<file path="src/rtl/instr_mem_loadable.sv">
// Loadable instruction memory: NOP self-clear after reset, streaming program load,
// registered fetch with fault reporting. Optional stored parity per word via IMEM_PARITY_EN.
module instr_mem_loadable #(
    parameter int                 INSTR_W = 32,
    parameter int                 DEPTH   = 16,
    parameter int                 ADDR_W  = 64,
    parameter logic [INSTR_W-1:0] NOP     = 32'h0000_0013
) (
    input  logic               clk,
    input  logic               rst,
    input  logic               ld_start,
    input  logic               ld_valid,
    input  logic [INSTR_W-1:0] ld_data,
    input  logic               ld_last,
    input  logic               perr_inject,
    output logic               ld_ready,
    output logic               ld_done,
    input  logic               fetch_req,
    input  logic [ADDR_W-1:0]  fetch_addr,
    output logic               fetch_ready,
    output logic               fetch_valid,
    output logic [INSTR_W-1:0] fetch_instr,
    output logic               fetch_fault,
    output logic               fetch_perr,
    output logic               busy
);
    localparam int IDX_W = $clog2(DEPTH);

    localparam logic [1:0] ST_CLEAR = 2'd0;
    localparam logic [1:0] ST_IDLE  = 2'd1;
    localparam logic [1:0] ST_LOAD  = 2'd2;

    localparam logic [IDX_W-1:0]  LAST_IDX   = IDX_W'(DEPTH - 1);
    localparam logic [ADDR_W-1:0] ADDR_LIMIT = ADDR_W'(DEPTH * 4);

    function automatic logic parity_f(input logic [INSTR_W-1:0] data);
        return ^data;
    endfunction

    logic [1:0]         state_r;
    logic [IDX_W-1:0]   clr_cnt_r;
    logic [IDX_W-1:0]   ld_ptr_r;
    logic               ld_done_r;
    logic               fetch_valid_r;
    logic [INSTR_W-1:0] fetch_instr_r;
    logic               fetch_fault_r;
    logic               fetch_perr_r;
    logic [INSTR_W-1:0] mem_r [DEPTH];

    logic               wr_en_s;
    logic [IDX_W-1:0]   wr_idx_s;
    logic [INSTR_W-1:0] wr_data_s;
    logic               ld_end_s;
    logic               accept_s;
    logic               fault_s;
    logic [IDX_W-1:0]   rd_idx_s;
    logic               perr_s;

    assign ld_end_s = ld_valid & (ld_last | (ld_ptr_r == LAST_IDX));
    assign accept_s = fetch_req & (state_r == ST_IDLE);
    assign fault_s  = (fetch_addr[1:0] != 2'b00) | (fetch_addr >= ADDR_LIMIT);
    assign rd_idx_s = fetch_addr[IDX_W+1:2];

    // Single write port shared by the clear sweep and the load stream.
    always_comb begin
        wr_en_s   = 1'b0;
        wr_idx_s  = '0;
        wr_data_s = NOP;
        case (state_r)
            ST_CLEAR: begin
                wr_en_s  = 1'b1;
                wr_idx_s = clr_cnt_r;
            end
            ST_LOAD: begin
                if (ld_valid) begin
                    wr_en_s   = 1'b1;
                    wr_idx_s  = ld_ptr_r;
                    wr_data_s = ld_data;
                end else begin
                    wr_en_s = 1'b0;
                end
            end
            default: wr_en_s = 1'b0;
        endcase
    end

    // Data array; contents are defined by the post-reset clear sweep, not by reset.
    always_ff @(posedge clk) begin
        if (wr_en_s) begin
            mem_r[wr_idx_s] <= wr_data_s;
        end
    end

`ifdef IMEM_PARITY_EN
    logic mem_par_r [DEPTH];
    logic wr_par_s;

    // Stored parity bit; a load can deliberately corrupt it for fault testing.
    always_comb begin
        wr_par_s = parity_f(NOP);
        if ((state_r == ST_LOAD) && ld_valid) begin
            wr_par_s = parity_f(ld_data) ^ perr_inject;
        end else begin
            wr_par_s = parity_f(NOP);
        end
    end

    // Parity array written alongside the data array.
    always_ff @(posedge clk) begin
        if (wr_en_s) begin
            mem_par_r[wr_idx_s] <= wr_par_s;
        end
    end

    assign perr_s = (mem_par_r[rd_idx_s] != parity_f(mem_r[rd_idx_s]));
`else
    logic unused_s;
    assign unused_s = perr_inject;
    assign perr_s   = 1'b0;
`endif

    // Control FSM: clear sweep, idle, load stream.
    always_ff @(posedge clk or negedge rst) begin
        if (!rst) begin
            state_r   <= ST_CLEAR;
            clr_cnt_r <= '0;
            ld_ptr_r  <= '0;
            ld_done_r <= 1'b0;
        end else begin
            case (state_r)
                ST_CLEAR: begin
                    ld_done_r <= 1'b0;
                    clr_cnt_r <= clr_cnt_r + 1'b1;
                    if (clr_cnt_r == LAST_IDX) begin
                        state_r <= ST_IDLE;
                    end else begin
                        state_r <= ST_CLEAR;
                    end
                end
                ST_IDLE: begin
                    ld_done_r <= 1'b0;
                    if (ld_start) begin
                        state_r  <= ST_LOAD;
                        ld_ptr_r <= '0;
                    end else begin
                        state_r <= ST_IDLE;
                    end
                end
                ST_LOAD: begin
                    if (ld_end_s) begin
                        state_r   <= ST_IDLE;
                        ld_done_r <= 1'b1;
                    end else if (ld_valid) begin
                        ld_ptr_r  <= ld_ptr_r + 1'b1;
                        ld_done_r <= 1'b0;
                    end else begin
                        ld_done_r <= 1'b0;
                    end
                end
                default: begin
                    state_r   <= ST_CLEAR;
                    clr_cnt_r <= '0;
                    ld_done_r <= 1'b0;
                end
            endcase
        end
    end

    // Registered fetch response; instruction holds when nothing is accepted.
    always_ff @(posedge clk or negedge rst) begin
        if (!rst) begin
            fetch_valid_r <= 1'b0;
            fetch_fault_r <= 1'b0;
            fetch_perr_r  <= 1'b0;
            fetch_instr_r <= '0;
        end else begin
            fetch_valid_r <= accept_s;
            fetch_fault_r <= accept_s & fault_s;
            fetch_perr_r  <= accept_s & ~fault_s & perr_s;
            if (accept_s) begin
                fetch_instr_r <= fault_s ? NOP : mem_r[rd_idx_s];
            end
        end
    end

    assign ld_ready    = (state_r == ST_LOAD);
    assign fetch_ready = (state_r == ST_IDLE);
    assign busy        = (state_r != ST_IDLE);
    assign ld_done     = ld_done_r;
    assign fetch_valid = fetch_valid_r;
    assign fetch_instr = fetch_instr_r;
    assign fetch_fault = fetch_fault_r;
    assign fetch_perr  = fetch_perr_r;

endmodule

</file>
<file path="config.mk">
export PLATFORM = sky130hd
export DESIGN_NAME = instr_mem_loadable
export DESIGN_NICKNAME = d
export VERILOG_FILES = /design/src/rtl/instr_mem_loadable.sv
export SDC_FILE = /design/constraint.sdc
export NUM_CORES = 1
export LEC_CHECK = 0
export BUFFER_PORTS_ARGS = -buffer_cell sky130_fd_sc_hd__buf_2
export CORE_UTILIZATION = 51
export CTS_CLUSTER_DIAMETER = 50
export DETAILED_ROUTE_END_ITERATION = 10
export PLACE_DENSITY = 0.69
export SLEW_MARGIN = 10
export SYNTH_ARGS = -nofsm -noshare
export SYNTH_HDL_FRONTEND = slang
export SYNTH_SLANG_ARGS = --single-unit
</file>
<file path="constraint.sdc">
create_clock -name clk -period 4.54 [get_ports clk]
set_input_delay 0.681 -clock clk [delete_from_list [all_inputs] [get_ports clk]]
set_output_delay 0.681 -clock clk [all_outputs]
set_load 0.005 [all_outputs]
</file>
==> impl_summary.txt, run 1 <==
----------------------------------------------------
[Floorplan]
  DIE WIDTH ... 212.1 µm
  Number of standard-cell rows in the floorplan ... 76
  Die area ... 0.04500 mm²
  Chip Height ... 212.1 µm
  Effective utilization at floorplan ... 0.5194
  Core box area ... 0.04336 mm²
  Total I/O pin count ... about 140

[STA]
  Clock tree skew after final layout ... 0.01519 ns
  Max-slew violation count ... 0
  Final number of setup-violating endpoints ... 0
  Max Freq ... 300.2 MHz
  Final hold violations ... 0
  Summed negative setup slack over all endpoints ... 0 ns
  Worst slew slack as a fraction of its limit ... 0.3275
  Setup repair after global routing missed its margin ... no
  Measured slew at the worst slew-check pin ... 1.005 ns
  Final cycle utilization of the critical path ... 0.7338
  Period minus WS final ... 3.331 ns

[Logic synthesis]
  Sequential share of the synthesized area ... 0.7327
  Net count after synthesis ... 1391
  Post-synthesis cell count ... 1282
  Yosys synthesis warning count ... 0
  Share of synthesized flip-flops with an asynchronous set or reset ... 0.08079
  Post-synthesis cell type count ... 44
  Number of enable-type register cells in the synthesized netlist ... between 500 and 600
  Post-Syn Area ... 0.02252 mm²
  Predominant post-synthesis flop cell ... sky130_fd_sc_hd__edfxtp_1
  FF+latch count, synth ... 557
  Syn Area/Cell ... 17.57 µm²

[Final layout]
  Layout cell share with drive strength beyond 1 ... 0.2556
  Final cell count without fillers ... 2068
  Final core occ ... 0.5970
  Number of nets in the final layout ... 1545
  Filler Cell Count ... 3235
  Antenna diode count ... 0
  Area growth syn-to-layout ... 14.95%

[Clocking]
  Clock-pin slew of the registers on the worst-case setup and hold paths ... 0.06 ns
  Number of sinks handled by clock tree synthesis ... about 560
  H-tree levels ... 2
  Root buffer cell ... sky130_fd_sc_hd__clkbuf_16
  Maximum clock insertion buffer count ... 3
  Clock latency on the worst-skew pair ... approximately 0.6 ns
  Post-CTS setup buffer count ... 0
  Cts repair resizes ... 0
  Number of buffers created by CTS ... 56
  Number of hold buffers added after cts ... 0
  TritonCTS clock tree ... done

[Place]
  Count of input and output buffers ... around 140
  Final RePlAce weighted congestion ... 0.7747
  DPL Wire Length ... 27720 µm
  Post-Place Cells ... 1963

[Worst setup path]
  Element type at the critical path start ... flip-flop
  Critical Setup Path Class ... flip-flop to flip-flop
  Arrival time at the worst endpoint ... between 3 and 4 ns
  Flop2flop setup slack ... between 1 and 1.5 ns
  Worst Setup End Kind ... flip-flop
  Worst stage delay on the critical path ... 0.72 ns
  Critical register-to-register path startpoint ... state_r[0]$_DFFE_PN0P_
  Critical Path, Cell by Cell ... inv_1 -> ha_2 -> nand2_1 -> a21oi_1 -> a31oi_1 -> nor2_4 -> buf_4
  Slowest CP cell ... sky130_fd_sc_hd__nor2_4
  Start point of the critical path ... state_r[0]$_DFFE_PN0P_
  Largest fanout on the critical path ... 26
  Required time at the endpoint of the critical path ... 4.80 ns

[Power and ir drop]
  VDD IR-drop max ... 0.0003802 V
  Leakage power summed over all cells ... 0.009012 µW
  Power density over the cells ... 536.5 mW/mm²
  Sum of internal, switching and leakage power ... 13890 µW

[Drt]
  Detailed router's first-iteration violation count ... 988
  Post-route DRC ... 0
  First drt pass iteration count ... 5
  Avg Vias per Cell ... 5.890
  Routed WL per cell ... between 20 and 25 µm
  Number of nets with antenna violations after detailed routing ... 0
  Total wire length after detailed routing ... 49810 µm
  Total vias in the final route ... between 10000 and 15000

[Global routing]
  Sum of overflow across all layers after global routing ... 0
  Largest net degree at the start of global routing ... 52
  GR Util All Layers ... 0.2301
  Antenna violations before repair ... 0
  Wire length of the first global-routing pass ... roughly 76000 µm
  Number of global-route vias before repair ... 12420

[Worst hold path]
  Worst min-delay path category ... input port to async pin

[Job]
  Maxcap violations ... 0

[Outcome]
  Outcome ... complete, no violations

----------------------------------------------------
[layer usage]
layer | up-vias | global-route usage | part of all wire
li1 | 5458 | - | -
met1 | 6299 | 0.3204 | 0.43
met2 | 357 | 0.3801 | 0.50
met3 | 67 | 0.02954 | 0.057
met4 | 0 | 0.07171 | 0.020
met5 | - | 0 | 0
[state kept, by name, indices dropped and copies added (netlist names)]
name and flops:
mem_r 512, fetch_instr 32, clr_cnt_r 4, ld_ptr_r 4
state_r 2, fetch_fault 1, fetch_valid 1, ld_done 1
[report_power, final]
part,switching (µW),total (µW),internal (µW)
Clock,1880,4520,2640
Sequential,248,7120,6880
Combinational,1490,2250,757
[cells in the mapped netlist (all sizes together) (4+ instances only)]
cell type / n / area [µm²]
edfxtp: 512 / 15370
mux2i: 116 / 1161
nand2: 78 / 297.8
mux4: 65 / 1464
o22ai: 64 / 400.4
nor2b: 59 / 369.1
dfrtp: 45 / 1126
buf: 39 / 286.5
clkbuf: 39 / 146.4
nor2: 33 / 123.9
and3: 31 / 193.9
nor3: 31 / 160.1
a211oi: 29 / 232.7
a2111oi: 21 / 340.3
nor4: 18 / 112.6
o21ai: 18 / 90.09
mux2: 13 / 146.4
nand3: 10 / 50.05
nor4b: 10 / 87.58
a21oi: 8 / 40.04
nand2b: 7 / 43.79
ha: 6 / 75.07
inv: 5 / 18.77
a22o: 4 / 35.03
[path summary, 6_finish.rpt]
path / cells past startpoint / to
setup / recovery: 7 / mem_r[12][23]$_DFFE_PP_
hold / removal: 1 / fetch_instr[14]$_DFFE_PN0P_
setup reg to reg: 7 / mem_r[12][23]$_DFFE_PP_
hold reg to reg: 2 / fetch_instr[30]$_DFFE_PN0P_
max in group asynchronous: 2 / fetch_instr[28]$_DFFE_PN0P_
min in group clk: 3 / state_r[1]$_DFFE_PN0P_
[logic make-up after synthesis]
kind of cell | after synthesis | share of synthesized area
mux | 194 | 0.1231
flops | 557 | 0.7327
buf+inv | 83 | 0.02006
fa+ha+maj | 6 | 0.003333
simple gates | 286 | 0.06644
compound gates | 155 | 0.05428
other cells | 1 | 0.0001665
[cells in the final DEF (no fill, tap or decap), types with 4 or more instances in the layout]
| cell | instances |
|---|---|
| sky130_fd_sc_hd__clkinv_1 | 6 |
| sky130_fd_sc_hd__a2111oi_2 | 19 |
| sky130_fd_sc_hd__a211oi_1 | 26 |
| sky130_fd_sc_hd__clkbuf_1 | 15 |
| sky130_fd_sc_hd__o22ai_1 | 64 |
| sky130_fd_sc_hd__nor4_1 | 18 |
| sky130_fd_sc_hd__clkinv_2 | 11 |
| sky130_fd_sc_hd__nor4b_1 | 10 |
| sky130_fd_sc_hd__buf_2 | 137 |
| sky130_fd_sc_hd__nor2b_1 | 59 |
| sky130_fd_sc_hd__ha_1 | 5 |
| sky130_fd_sc_hd__mux2i_1 | 116 |
| sky130_fd_sc_hd__buf_12 | 11 |
| sky130_fd_sc_hd__nand2b_1 | 6 |
| sky130_fd_sc_hd__buf_4 | 25 |
| sky130_fd_sc_hd__clkbuf_16 | 58 |
| sky130_fd_sc_hd__nand2_1 | 75 |
| sky130_fd_sc_hd__nor2_4 | 16 |
| sky130_fd_sc_hd__nor2_1 | 17 |
| sky130_fd_sc_hd__a22o_1 | 4 |
| sky130_fd_sc_hd__edfxtp_1 | 512 |
| sky130_fd_sc_hd__and3_1 | 31 |
| sky130_fd_sc_hd__mux2_2 | 10 |
| sky130_fd_sc_hd__nand3_1 | 10 |
| sky130_fd_sc_hd__o21ai_0 | 17 |
| sky130_fd_sc_hd__nor3_1 | 30 |
| sky130_fd_sc_hd__dfrtp_1 | 45 |
| sky130_fd_sc_hd__a21oi_1 | 8 |
| sky130_fd_sc_hd__mux4_2 | 65 |
| sky130_fd_sc_hd__inv_1 | 5 |
| sky130_fd_sc_hd__clkbuf_8 | 8 |
[critical path: cells and delay by family, from the launching register on]
family,cells,cell delay [ns]
AND/OR/NAND/NOR,2,1.00
AO/OA/AOI/OAI,2,0.41
adder cells (fa/ha/maj),1,0.60
buffers and inverters,2,0.55
flip-flops,1,0.41
[cell type report]
type	count	area (µm²)	area share
inverters	5	18.77	0.0007250
repair buffers	174	1109	0.04282
clock buffers	81	1618	0.06249
well taps	585	732.0	0.02827
multi-input cells	642	5702	0.2202
clock inverters	24	209.0	0.008071
flip-flops and latches	557	16500	0.6374
[through the flow]
stage / hold slack (ns) / setup WS (ns) / area [µm²]
after floorplan: 0.3854 / 1.130 / 22520
after global placement: 0.4749 / 1.206 / 24060
after detailed placement: 0.4752 / 1.202 / 24060
after CTS: 0.1702 / 1.188 / 25890
after global routing: 0.2174 / 0.9685 / 25890
final: 0.1863 / 1.209 / 25890
(Power assumes the default switching activity.)
==> run 2, diff against run 1 <==
--- a/config.mk
+++ b/config.mk
@@ -5,6 +5,7 @@
 export SDC_FILE = /design/constraint.sdc
 export NUM_CORES = 1
 export LEC_CHECK = 0
+export ABC_AREA = 1
 export BUFFER_PORTS_ARGS = -buffer_cell sky130_fd_sc_hd__buf_2
 export CORE_UTILIZATION = 51
 export CTS_CLUSTER_DIAMETER = 50
==> constraint.sdc (replaced) <==
create_clock -name clk -period 3.2 [get_ports clk]
set_input_delay 0.48 -clock clk [delete_from_list [all_inputs] [get_ports clk]]
set_output_delay 0.48 -clock clk [all_outputs]
set_load 0.005 [all_outputs]
==> run 2 against run 1 <==
  * Die area grew 2.0%
  * Maximum frequency grew 23%
  * Synthesized cell count grew 60%
  * Design area grew 2.4%
  * Hold slack lost 0.016 ns
  * Critical endpoint is now mem_r[2][25]$_DFFE_PP_
  * Largest power group unchanged
  * Sequential power grew 39%
  * Largest cell class unchanged
  * Sequential share of layout area shrank 1.5 points
  * Area after synthesis grew 2.1%
  * Cell count grew 37%
  * Utilization grew 0.11 points
  * Non-clock buffer count grew 26
  * Register-to-register slack lost 0.73 ns
==> impl_summary.txt, run 2 <==
----------------------------------------------------
[Outcome]
  Outcome ... complete, no violations

[Clocking]
  Root buffer cell ... sky130_fd_sc_hd__clkbuf_16
  Maximum clock insertion buffer count ... 3
  H-tree levels ... 2
  Number of sinks handled by clock tree synthesis ... 557
  Clock-pin slew of the registers on the worst-case setup and hold paths ... 0.06 ns
  Number of buffers created by CTS ... 57
  Clock latency on the worst-skew pair ... 0.61 ns
  TritonCTS clock tree ... done

[Drt]
  Total vias in the final route ... 15610
  Total wire length after detailed routing ... ~55000 µm
  First drt pass iteration count ... 5
  Number of nets with antenna violations after detailed routing ... 0
  Post-route DRC ... 0
  Detailed router's first-iteration violation count ... 1516
  Avg Vias per Cell ... roughly 5.5
  Routed WL per cell ... 19.62 µm

[STA]
  Worst slew slack as a fraction of its limit ... 0.2971
  Final cycle utilization of the critical path ... 0.8491
  Setup repair after global routing missed its margin ... no
  Max Freq ... between 300 and 400 MHz
  Summed negative setup slack over all endpoints ... 0 ns
  Final hold violations ... 0
  Measured slew at the worst slew-check pin ... 1.050 ns
  Final number of setup-violating endpoints ... 0
  Max-slew violation count ... 0
  Clock tree skew after final layout ... between 0.015 and 0.02 ns
  Period minus WS final ... around 2.7 ns

[Floorplan]
  Core box area ... about 0.044 mm²
  Chip Height ... 214.3 µm
  Total I/O pin count ... 142
  Effective utilization at floorplan ... 0.5186
  Die area ... 0.04592 mm²
  Number of standard-cell rows in the floorplan ... 77
  DIE WIDTH ... around 210 µm

[Final layout]
  Area growth syn-to-layout ... 15.34%
  Max reg flops ... 512
  Register with the most flip-flops ... mem_r
  Most frequent cells in the layout ... 666 x sky130_fd_sc_hd__nand2_1, 512 x sky130_fd_sc_hd__edfxtp_1, 435 x sky130_fd_sc_hd__nand3_1, 136 x sky130_fd_sc_hd__buf_2, 128 x sky130_fd_sc_hd__nor2_1
  Number of nets in the final layout ... roughly 2300
  Most common cell after layout, fill and taps aside ... sky130_fd_sc_hd__nand2_1
  Layout cell share with drive strength beyond 1 ... 0.1384
  Antenna diode count ... 0
  Final cell count without fillers ... 2824
  Filler Cell Count ... between 3000 and 4000

[Logic synthesis]
  FF+latch count, synth ... 557
  Predominant post-synthesis flop cell ... sky130_fd_sc_hd__edfxtp_1
  Share of the synthesized area in the top cell type ... 0.6690
  Synth top area cells ... sky130_fd_sc_hd__edfxtp_1 67%, sky130_fd_sc_hd__nand2_1 11%, sky130_fd_sc_hd__nand3_1 9.5%
  Post-synthesis cell type count ... 32
  Synth top cells by count ... 667 x sky130_fd_sc_hd__nand2_1, 512 x sky130_fd_sc_hd__edfxtp_1, 435 x sky130_fd_sc_hd__nand3_1
  Syn Area/Cell ... 11.24 µm²
  Post-Syn Area ... 0.02298 mm²
  Sequential share of the synthesized area ... 0.7179
  Dominant cell by count in the synthesized netlist ... sky130_fd_sc_hd__nand2_1
  Number of enable-type register cells in the synthesized netlist ... 512
  Yosys synthesis warning count ... 0
  Share of synthesized flip-flops with an asynchronous set or reset ... 0.08079
  Net count after synthesis ... 2154
  Post-synthesis cell count ... 2045
  Cell taking the most area after synthesis ... sky130_fd_sc_hd__edfxtp_1

[Global routing]
  M3 GR Usage ... 0.04071
  Met2 track utilization from global routing ... 0.4095
  Met1 global-route usage ... 0.3238
  Wire length of the first global-routing pass ... approximately 85000 µm
  Sum of overflow across all layers after global routing ... 0
  GR Util All Layers ... 0.2431
  Number of global-route vias before repair ... 15070
  Antenna violations before repair ... 0
  Largest net degree at the start of global routing ... 131
  Busiest layer in global routing ... met2

[Worst setup path]
  Worst Setup End Kind ... flip-flop
  Element type at the critical path start ... flip-flop
  Flop2flop setup slack ... a little under 0.5 ns
  Required time at the endpoint of the critical path ... roughly 3.5 ns
  Number of cells traversed by the worst register-to-register path ... 8
  Arrival time at the worst endpoint ... around 3.0 ns
  End of the worst register-to-register path ... mem_r[2][25]$_DFFE_PP_
  Critical Setup Path Class ... flip-flop to flip-flop
  Critical register-to-register path startpoint ... state_r[0]$_DFFE_PN0P_
  Largest fanout on the critical path ... 9

[Power and ir drop]
  VDD IR-drop max ... 0.0005868 V
  Leakage power summed over all cells ... 0.01035 µW
  Power density over the cells ... 759.8 mW/mm²

[Worst hold path]
  HP Start ... ld_valid
  Depth of the worst hold-timing path ... 3
  Worst min-delay path category ... input port to flip-flop
  Capture endpoint of the worst hold path ... ld_done$_DFF_PN0_

[Place]
  DPL Wire Length ... 29390 µm
  Final RePlAce weighted congestion ... a little under 0.8
  Count of input and output buffers ... 139
  Post-Place Cells ... 2717

[Job]
  Maxcap violations ... 0

----------------------------------------------------
run 2: changes by cell type after synthesis, sizes merged, moves of 65 or more:
cell   change
mux4      -65
mux2i    -116
nand3    +425
inv       +66
nand2    +590
nor2     +113
run 2: per-layer routing:
metal / vias up / share of wire
li1: 7298 / -
met1: 7492 / 0.41
met2: 701 / 0.48
met3: 114 / 0.078
met4: 0 / 0.027
met5: - / 0
run 2: metrics by stage:
step	utilization	total power, µW	setup WS [ns]	hold WS, ns	cell area, µm²
finish	0.5981	20140	0.4830	0.1706	26510
CTS	0.5979	20260	0.5248	0.1445	26500
global placement	0.5544	13390	0.6043	0.4582	24570
global route	0.5981	20910	0.3330	0.1677	26510
detailed placement	0.5544	13520	0.5352	0.4597	24570
floorplan	-	11870	-0.07135	0.1844	22990
run 2: report_power, final:
part / switching [µW] / total [µW] / leakage [µW] / internal, µW
clock network: 2740 / 6760 / 0.000936 / 4020
logic: 2590 / 3470 / 0.00419 / 884
registers: 304 / 9910 / 0.00523 / 9610
run 2: critical path, stage by stage, from the launching register on:
cell and delay, ns:
sky130_fd_sc_hd__dfrtp_1 0.42, sky130_fd_sc_hd__inv_1 0.10, sky130_fd_sc_hd__ha_1 0.26, sky130_fd_sc_hd__inv_1 0.18, sky130_fd_sc_hd__o22ai_1 0.35, sky130_fd_sc_hd__inv_1 0.09
sky130_fd_sc_hd__or2_1 0.36, sky130_fd_sc_hd__nor2_4 0.39, sky130_fd_sc_hd__buf_4 0.28
run 2: kinds of logic (layout without fill, tap and decap cells):
| logic type | after synthesis | in the layout | synth area share |
|---|---|---|---|
| fa+ha+maj | 6 | 6 | 0.003266 |
| buf+inv | 191 | 378 | 0.04028 |
| simple gates | 1255 | 1255 | 0.2297 |
| compound gates | 34 | 34 | 0.008275 |
| xor+xnor | 1 | 1 | 0.0003811 |
| flops | 557 | 557 | 0.7179 |
| other cells | 1 | 1 | 0.0001632 |
run 2: worst max-delay path by stage:
stage	from	to	slack (ns)	cells after the start
finish	state_r[0]$_DFFE_PN0P_	mem_r[2][25]$_DFFE_PP_	0.48	8
global placement	state_r[0]$_DFFE_PN0P_	mem_r[2][1]$_DFFE_PP_	0.60	8
global route	state_r[0]$_DFFE_PN0P_	mem_r[2][25]$_DFFE_PP_	0.33	8
CTS	state_r[0]$_DFFE_PN0P_	mem_r[2][27]$_DFFE_PP_	0.52	8
floorplan	state_r[0]$_DFFE_PN0P_	mem_r[10][0]$_DFFE_PP_	-0.07	8
detailed placement	state_r[1]$_DFFE_PN0P_	mem_r[2][1]$_DFFE_PP_	0.54	8
run 2: repair_timing:
action,CTS,global route
gates resized for setup,0,0
hold buffers,0,1
hold endpoints to repair,0,38
setup buffers,0,0
run 2: final cells by class:
| type | instances | area [µm²] | share of cell area |
|---|---|---|---|
| inverter | 72 | 277.8 | 0.01048 |
| timing repair buffer | 200 | 1380 | 0.05206 |
| multi-input combinational | 1297 | 5684 | 0.2144 |
| tap | 592 | 740.7 | 0.02794 |
| clock inverter | 37 | 410.4 | 0.01548 |
| sequential | 557 | 16500 | 0.6225 |
| clock buffer | 69 | 1514 | 0.05711 |
